$ cat config.mk
export PLATFORM = sky130hd
export DESIGN_NAME = apb_master_ctrl
export DESIGN_NICKNAME = d
export VERILOG_FILES = /design/src/rtl/apb_mst_pkg.sv /design/src/rtl/apb_mst_wdt.sv /design/src/rtl/apb_master_ctrl.sv
export SDC_FILE = /design/constraint.sdc
export NUM_CORES = 1
export LEC_CHECK = 0
export BUFFER_PORTS_ARGS = -buffer_cell sky130_fd_sc_hd__buf_4
export CAP_MARGIN = 10
export CORE_MARGIN = 2
export CORE_UTILIZATION = 49
export CTS_CLUSTER_DIAMETER = 150
export DETAILED_ROUTE_END_ITERATION = 8
export PLACE_DENSITY_LB_ADDON = 0.05
export REMOVE_ABC_BUFFERS = 1
export SYNTH_ARGS = -nofsm -noshare
export SYNTH_HDL_FRONTEND = slang
export SYNTH_SLANG_ARGS = --single-unit
$ cat constraint.sdc
create_clock -name PCLK -period 2.5 [get_ports PCLK]
set_input_delay 0.25 -clock PCLK [delete_from_list [all_inputs] [get_ports PCLK]]
set_output_delay 0.25 -clock PCLK [all_outputs]
set_load 0.01 [all_outputs]
$ cat src/rtl/apb_mst_pkg.sv
// rtl/apb_mst_pkg.sv - shared FSM state, response codes and defaults for the APB initiator
package apb_mst_pkg;

   typedef enum logic [1:0] {
      ST_IDLE   = 2'd0,
      ST_SETUP  = 2'd1,
      ST_ACCESS = 2'd2
   } apb_state_e;

   localparam logic [1:0] RSP_OKAY    = 2'b00;
   localparam logic [1:0] RSP_SLVERR  = 2'b01;
   localparam logic [1:0] RSP_TIMEOUT = 2'b10;

   localparam int TIMEOUT_CYC_DEF = 256;

endpackage

$ cat src/rtl/apb_mst_wdt.sv
// rtl/apb_mst_wdt.sv - saturating ACCESS-phase timeout counter for the APB initiator
// expired is high once LIMIT-1 stalled cycles have been counted since the last clr.
module apb_mst_wdt
   import apb_mst_pkg::*;
#(
   parameter int LIMIT = TIMEOUT_CYC_DEF
) (
   input  logic clk,
   input  logic resetn,
   input  logic clr,
   input  logic inc,
   output logic expired
);

   localparam logic [15:0] LAST = 16'(LIMIT - 1);

   logic [15:0] cnt_q, cnt_d;

   always_comb begin
      cnt_d = cnt_q;
      if (clr) begin
         cnt_d = 16'd0;
      end else if (inc && (cnt_q != 16'hFFFF)) begin
         cnt_d = cnt_q + 16'd1;
      end
   end

   always_ff @(posedge clk) begin
      if (!resetn) begin
         cnt_q <= 16'd0;
      end else begin
         cnt_q <= cnt_d;
      end
   end

   assign expired = (cnt_q == LAST);

endmodule

$ cat src/rtl/apb_master_ctrl.sv
// rtl/apb_master_ctrl.sv - single-outstanding APB initiator with buffered response
// Optional ACCESS watchdog enabled by APB_MST_TIMEOUT_EN.
module apb_master_ctrl
   import apb_mst_pkg::*;
#(
   parameter int ADR_W       = 32,
   parameter int DAT_W       = 32,
   parameter int TIMEOUT_CYC = TIMEOUT_CYC_DEF
) (
   input  logic             PCLK,
   input  logic             PRESETn,
   input  logic             CMD_VALID,
   output logic             CMD_READY,
   input  logic             CMD_WRITE,
   input  logic [ADR_W-1:0] CMD_ADDR,
   input  logic [DAT_W-1:0] CMD_WDATA,
   output logic             RSP_VALID,
   input  logic             RSP_READY,
   output logic [DAT_W-1:0] RSP_RDATA,
   output logic [1:0]       RSP_ERR,
   output logic [ADR_W-1:0] PADDR,
   output logic             PSEL,
   output logic             PENABLE,
   output logic             PWRITE,
   output logic [DAT_W-1:0] PWDATA,
   input  logic             PREADY,
   input  logic [DAT_W-1:0] PRDATA,
   input  logic             PSLVERR
);

   apb_state_e       state_q, state_d;
   logic [ADR_W-1:0] paddr_q, paddr_d;
   logic             pwrite_q, pwrite_d;
   logic [DAT_W-1:0] pwdata_q, pwdata_d;
   logic             rsp_valid_q, rsp_valid_d;
   logic [DAT_W-1:0] rsp_rdata_q, rsp_rdata_d;
   logic [1:0]       rsp_err_q, rsp_err_d;
   logic             timeout;

`ifdef APB_MST_TIMEOUT_EN
   apb_mst_wdt #(
      .LIMIT (TIMEOUT_CYC)
   ) u_wdt (
      .clk     (PCLK),
      .resetn  (PRESETn),
      .clr     (state_q == ST_SETUP),
      .inc     ((state_q == ST_ACCESS) && !PREADY),
      .expired (timeout)
   );
`else
   assign timeout = 1'b0;
`endif

   assign CMD_READY = (state_q == ST_IDLE) && (!rsp_valid_q || RSP_READY);
   assign PSEL      = (state_q != ST_IDLE);
   assign PENABLE   = (state_q == ST_ACCESS);
   assign PADDR     = paddr_q;
   assign PWRITE    = pwrite_q;
   assign PWDATA    = pwdata_q;
   assign RSP_VALID = rsp_valid_q;
   assign RSP_RDATA = rsp_rdata_q;
   assign RSP_ERR   = rsp_err_q;

   always_comb begin
      state_d     = state_q;
      paddr_d     = paddr_q;
      pwrite_d    = pwrite_q;
      pwdata_d    = pwdata_q;
      rsp_valid_d = rsp_valid_q;
      rsp_rdata_d = rsp_rdata_q;
      rsp_err_d   = rsp_err_q;

      if (rsp_valid_q && RSP_READY) begin
         rsp_valid_d = 1'b0;
      end

      case (state_q)
         ST_IDLE: begin
            if (CMD_VALID && CMD_READY) begin
               paddr_d  = CMD_ADDR;
               pwrite_d = CMD_WRITE;
               pwdata_d = CMD_WRITE ? CMD_WDATA : '0;
               state_d  = ST_SETUP;
            end
         end
         ST_SETUP: begin
            state_d = ST_ACCESS;
         end
         ST_ACCESS: begin
            // A completing PREADY takes priority over a watchdog expiry in the same cycle.
            if (PREADY) begin
               state_d     = ST_IDLE;
               rsp_valid_d = 1'b1;
               rsp_rdata_d = pwrite_q ? '0 : PRDATA;
               rsp_err_d   = PSLVERR ? RSP_SLVERR : RSP_OKAY;
            end else if (timeout) begin
               state_d     = ST_IDLE;
               rsp_valid_d = 1'b1;
               rsp_rdata_d = '0;
               rsp_err_d   = RSP_TIMEOUT;
            end
         end
         default: begin
            state_d = ST_IDLE;
         end
      endcase
   end

   always_ff @(posedge PCLK) begin
      if (!PRESETn) begin
         state_q     <= ST_IDLE;
         paddr_q     <= '0;
         pwrite_q    <= 1'b0;
         pwdata_q    <= '0;
         rsp_valid_q <= 1'b0;
         rsp_rdata_q <= '0;
         rsp_err_q   <= RSP_OKAY;
      end else begin
         state_q     <= state_d;
         paddr_q     <= paddr_d;
         pwrite_q    <= pwrite_d;
         pwdata_q    <= pwdata_d;
         rsp_valid_q <= rsp_valid_d;
         rsp_rdata_q <= rsp_rdata_d;
         rsp_err_q   <= rsp_err_d;
      end
   end

endmodule

# Yosys cells after proc, flatten, opt, wreduce, memory -nomap -nowiden

Index checks and enable logic that the tools add are counted.

Latch bits: 0
RAM bits: 0
Memories: 0
Bits in read-only memories: 0
Output and inout bits: 103
Register bits: 102

Divide/modulo/power cells: 0
Shift-type cells: 0
Bitwise logic cells: 0
Equality and inequality tests: 4
Multiplexer cells: 9
Reduce and logical (&&, ||, !) cells: 10
Order comparisons: 0
Add/subtract/negate cells: 0
$mul: 0

Operators with widths:

| operator                                               | number |
|---|---|
| 2-to-1 mux 32 bit                                      | 2 |
| one-hot mux 2 bit (3 select lines)                     | 1 |
| AND reduction 2 bit                                    | 3 |
| 2-to-1 mux 1 bit                                       | 4 |
| 2-to-1 mux 2 bit                                       | 2 |
| inequality test 2 x 1 -> 1 bit (second input constant) | 2 |
| logical AND 1 bit                                      | 3 |
| == test 2 x 1 -> 1 bit (second input constant)         | 1 |
| == test 2 bit (second input constant)                  | 1 |
| zero test 2 bit                                        | 1 |
| nonzero test 2 bit                                     | 1 |
| zero test 1 bit                                        | 1 |
| logical OR 1 bit                                       | 1 |

# Logic depth before layout (Yosys ltp)

Word-level depth: 6
Gate-level depth with buffers: 5

# Worst setup path after synthesis

OpenSTA, ideal clock, no wires.

Path type: register to register
Start point: register rsp_valid_q, in the netlist RSP_VALID
End point: register paddr_q[0], in the netlist PADDR[0]
Required time: 2,428 ps
Setup slack: 1,370 ps
Path buffers: 2
Cell stages (with the launch flop): 6
Arrival time: 1,058 ps
Setup time: 72 ps
Period minus slack after synthesis: 1,130 ps
Cells stage by stage: dfxtp_1 > nand2b_1 > nand3_1 > buf_6 > buf_6 > mux2i_1

Cells in the longest elaborated chain, start to end: 5

RTL lines:

| element                       | RTL line               | RTL |
|---|---|---|
| start: declaration            | apb_master_ctrl.sv:35  | `logic rsp_valid_q, rsp_valid_d;` |
| start signal: assignment      | apb_master_ctrl.sv:123 | `rsp_valid_q <= rsp_valid_d;` |
| zero test 1 bit               | apb_master_ctrl.sv:54  | `assign CMD_READY = (state_q == ST_IDLE) && (!rsp_valid_q \|\| RSP_READY);` |
| logical OR 1 bit              | apb_master_ctrl.sv:54  |  |
| logical AND 1 bit             | apb_master_ctrl.sv:54  |  |
| logical AND 1 bit             | apb_master_ctrl.sv:79  | `if (CMD_VALID && CMD_READY) begin` |
| AND reduction 2 bit (no line) | n/a                    |  |
| end signal: assignment        | apb_master_ctrl.sv:120 | `paddr_q <= paddr_d;` |
| end: declaration              | apb_master_ctrl.sv:32  | `logic [ADR_W-1:0] paddr_q, paddr_d;` |

No other way between the ends.
A chain may end at the register's enable or synchronous reset.

# Worst setup path after layout

Start point: register pwrite_q, in the netlist PWRITE
End point: output PWRITE

RTL lines:

| element                  | RTL line               | RTL |
|---|---|---|
| start: declaration       | apb_master_ctrl.sv:33  | `logic pwrite_q, pwrite_d;` |
| start signal: assignment | apb_master_ctrl.sv:121 | `pwrite_q <= pwrite_d;` |
| end: declaration         | apb_master_ctrl.sv:24  | `output logic PWRITE,` |

No word-level cell between the ends.

==> impl_summary.log <==
[metrics] last weighted congestion value of the routability-driven placer: 0.7206
[metrics] largest net degree at the start of global routing: roughly 130
[metrics] clock root cell: clkbuf_8
[metrics] Detailed Route Iter0 Violations: between 100 and 150
[metrics] fraction of the mapped netlist area in compound gates: roughly 4.2%
[metrics] largest fanout of any net on the critical path: 34
[metrics] Data arrival, critical path: ~1500 ps
[metrics] Std-Cell Rows: 33
[metrics] Die W: 94.72 um
[metrics] worst-case hold slack: 135.1 ps
[metrics] core region area: about 0.008 mm2
[metrics] post-CTS setup buffer count: 0
[metrics] pre-CTS setup slack: between 800 and 900 ps
[metrics] Yosys Warn Count: 0
[metrics] total of flip-flops plus latches after synthesis: 101
[metrics] CTS clk-pin slew, worst paths: 100 ps
[metrics] Global Route met2 Usage: 33.81%
[metrics] area share of xor/xnor cells in the synthesized design: 0%
[metrics] leakage dissipation: approximately 2.7 nW
[metrics] TritonCTS clock tree: done
[metrics] number of global-route vias before repair: 3211
[metrics] final hold viol count: 0
[metrics] final instance area: between 0.005 and 0.006 mm2
[metrics] Post-layout nets: around 730
[metrics] buffers plus inverters on the worst setup path: 1
[metrics] grt peak-use layer: met2
[metrics] RSZ-0062 raised after global routing: false
[metrics] syn_area_per_cell: 8.961 um2
[metrics] fraction of the mapped netlist area in adder cells: 0%
[metrics] layout overhead on the synthesized area: 42.72%
[metrics] count of unique library cells instantiated by Yosys: 19
[metrics] total track usage: a little over a fifth
[metrics] share of post-route cells with drive strength above 1: between 30% and 40%
[metrics] slowest stage cell, crit path: dfxtp_1
[metrics] crit end category: output port
[metrics] family of cells with the greatest summed delay on the critical path: flip-flops
[metrics] pin slew with the least headroom to its limit: between 900 and 1000 ps
[metrics] n_diodes: 0
[metrics] number of buffers created by CTS: 9
[metrics] worst endpoint required time: about 2300 ps
[metrics] Chip Height: approximately 95 um
[metrics] Cell Area, Synth: a little over 0.004 mm2
[metrics] post-synthesis simple-gate area fraction: 23.64%
[metrics] Critical Setup Path Class: register to output port
[metrics] synthesized instance count: 450
[metrics] power density of the placed cells: between 500 and 600 mW/mm2
[metrics] sequential-to-total area share from yosys stat: around 50%
[metrics] source of the worst register-to-register timing path: state_q[1]
[metrics] Slew headroom: a little over a third
[metrics] total of hold buffers inserted after clock tree synthesis: 0
[metrics] Final Setup Violations: 0
[metrics] placed cell areas: around 0.0056 mm2
[metrics] post-route DRC violation count: 0
[metrics] number of I/O pins: ~210
[metrics] routed vias: approximately 3700
[metrics] CP Launch Point: PWRITE
[metrics] clock insertion delay at the later pin of the skew report: approximately 350 ps
[metrics] met1 track demand over resource: 25.19%
[metrics] via/cell ratio: 4.939
[metrics] Max Clk Rate: slightly below 600 MHz
[metrics] final global-route overflow total: 0
[metrics] detailed-routing iteration count for the pre-antenna-repair pass: 5
[metrics] met3 demand-to-capacity share in global routing: under 10%
[metrics] number of clock sinks seen by CTS: ~100
[metrics] setup ws final: 777.0 ps
[metrics] maximum clock insertion buffer count: 2
[metrics] result of the run: complete, no violations
[metrics] longest individual stage delay on the worst path: 880 ps
[metrics] largest vdd supply drop: 342.9 uV
[metrics] crit path time final: 1723 ps
[metrics] Antenna Violating Nets Remaining: 0
[metrics] first-pass GRT wire length: 14.89 mm
[metrics] CTS resizes: 0
[metrics] startpoint type of the worst setup path: register
[metrics] # Max-Cap Violations: 0
[metrics] class of the worst hold path: primary input to register
[metrics] Initial Util: 49.83%
[metrics] die area: between 0.008 and 0.009 mm2
[metrics] routed len/inst: 13.49 um
[metrics] number of pins exceeding their max-slew limit in the final report: 0
[metrics] power after layout: between 0.003 and 0.004 W
[metrics] worst clock skew on the final layout: roughly 11 ps
[metrics] number of buffer cells added on primary ports: roughly 200
[metrics] initial antenna violation count: 0
[metrics] period utilization: slightly below 70%
[metrics] beginning of the worst hold path: CMD_ADDR[15]
[metrics] list of cells traversed by the critical path: buf_4
[metrics] HPWL after DPL: between 7 and 8 mm
[metrics] H-tree levels: 3
[metrics] DRT Wirelength: about 10 mm
[metrics] number of fill cells: 670
[metrics] dominant combinational cell family by area after synthesis: simple AND/OR/NAND/NOR gates
[metrics] mux cell area share after synthesis: 16.38%
registers in the layout, indices dropped and copies added, names as in the netlist:
name       count
PADDR         32
PWDATA        32
RSP_RDATA     32
state_q        2
PWRITE         1
RSP_ERR        1
RSP_VALID      1
kinds of logic after synthesis:
group	after synthesis
simple gates	206
flops	101
mux	66
buf+inv	42
compound gates	34
other cells	1
through the flow:
| step | setup TNS (ps) | util [%] | std cells |
|---|---|---|---|
| after floorplan | -55380 | - | 410 |
| after global placement | 0 | 68.74 | 725 |
| after detailed placement | 0 | 68.74 | 725 |
| after CTS | 0 | 71.12 | 741 |
| after global routing | 0 | 71.12 | 741 |
| final | 0 | 71.12 | 741 |
worst paths after layout:
check | depth (start not counted) | to | slack (ps)
max | 1 | PWRITE | 780
min | 3 | PADDR[15] | 140
max reg2reg | 4 | PWDATA[4] | 1000
min reg2reg | 2 | RSP_RDATA[1] | 460
routing by layer:
metal | vias up | share of wire (%)
met5 | - | 0
met4 | 0 | 2.2
li1 | 1853 | -
met2 | 149 | 48
met1 | 1642 | 39
met3 | 16 | 10
cells in the mapped netlist:
cell type    n  area [um2]
a21oi_1     34       170.2
and2_1       1       6.260
and3b_1      1       8.760
buf_2        7       35.03
buf_4        5       37.54
buf_6        5       56.30
clkbuf_1    23       86.33
clkinv_1     1       3.750
conb_1       1       3.750
dfxtp_1    101        2022
inv_1        1       3.750
mux2i_1     66       660.6
nand2_1    132       495.5
nand2b_1     1       6.260
nand3_1     33       165.2
nand3b_1    33       247.7
nor2_1       3       11.26
nor2_2       1       6.260
nor2b_1      1       6.260
worst register-to-register path, stage by stage, from the launching register on:
cell and delay [ps]:
dfxtp_1 360, nor2_2 200, nand3_4 320, buf_4 350
mux2i_1 150
area by class of cell:
type	instances	area (um2)	area share [%]
clock inverters	4	47.55	0.8261
inverters	2	7.507	0.1304
repair buffers	210	1602	27.83
multi-input cells	307	1800	31.28
well taps	105	131.4	2.283
flip-flops and latches	101	2022	35.13
clock buffers	12	145.1	2.522
cells in the final DEF (no fill, tap or decap), drive strengths merged:
| cell | netlist | layout |
|---|---|---|
| a21oi | 34 | 34 |
| and2 | 1 | 1 |
| and3b | 1 | 1 |
| buf | 17 | 210 |
| bufinv | 0 | 1 |
| clkbuf | 23 | 12 |
| clkinv | 1 | 3 |
| clkinvlp | 0 | 1 |
| conb | 1 | 1 |
| dfxtp | 101 | 101 |
| inv | 1 | 1 |
| mux2i | 66 | 66 |
| nand2 | 132 | 132 |
| nand2b | 1 | 1 |
| nand3 | 33 | 33 |
| nand3b | 33 | 33 |
| nor2 | 4 | 4 |
| nor2b | 1 | 1 |
where the power goes:
group	internal [W]	switching, W	leakage (nW)	total (W)
combinational	0.000301	0.000244	1.82	0.000545
sequential	0.00168	0.0000495	0.823	0.00173
clock	0.000489	0.000533	0.0964	0.00102
Note: power is estimated with default switching activity, not from simulation.
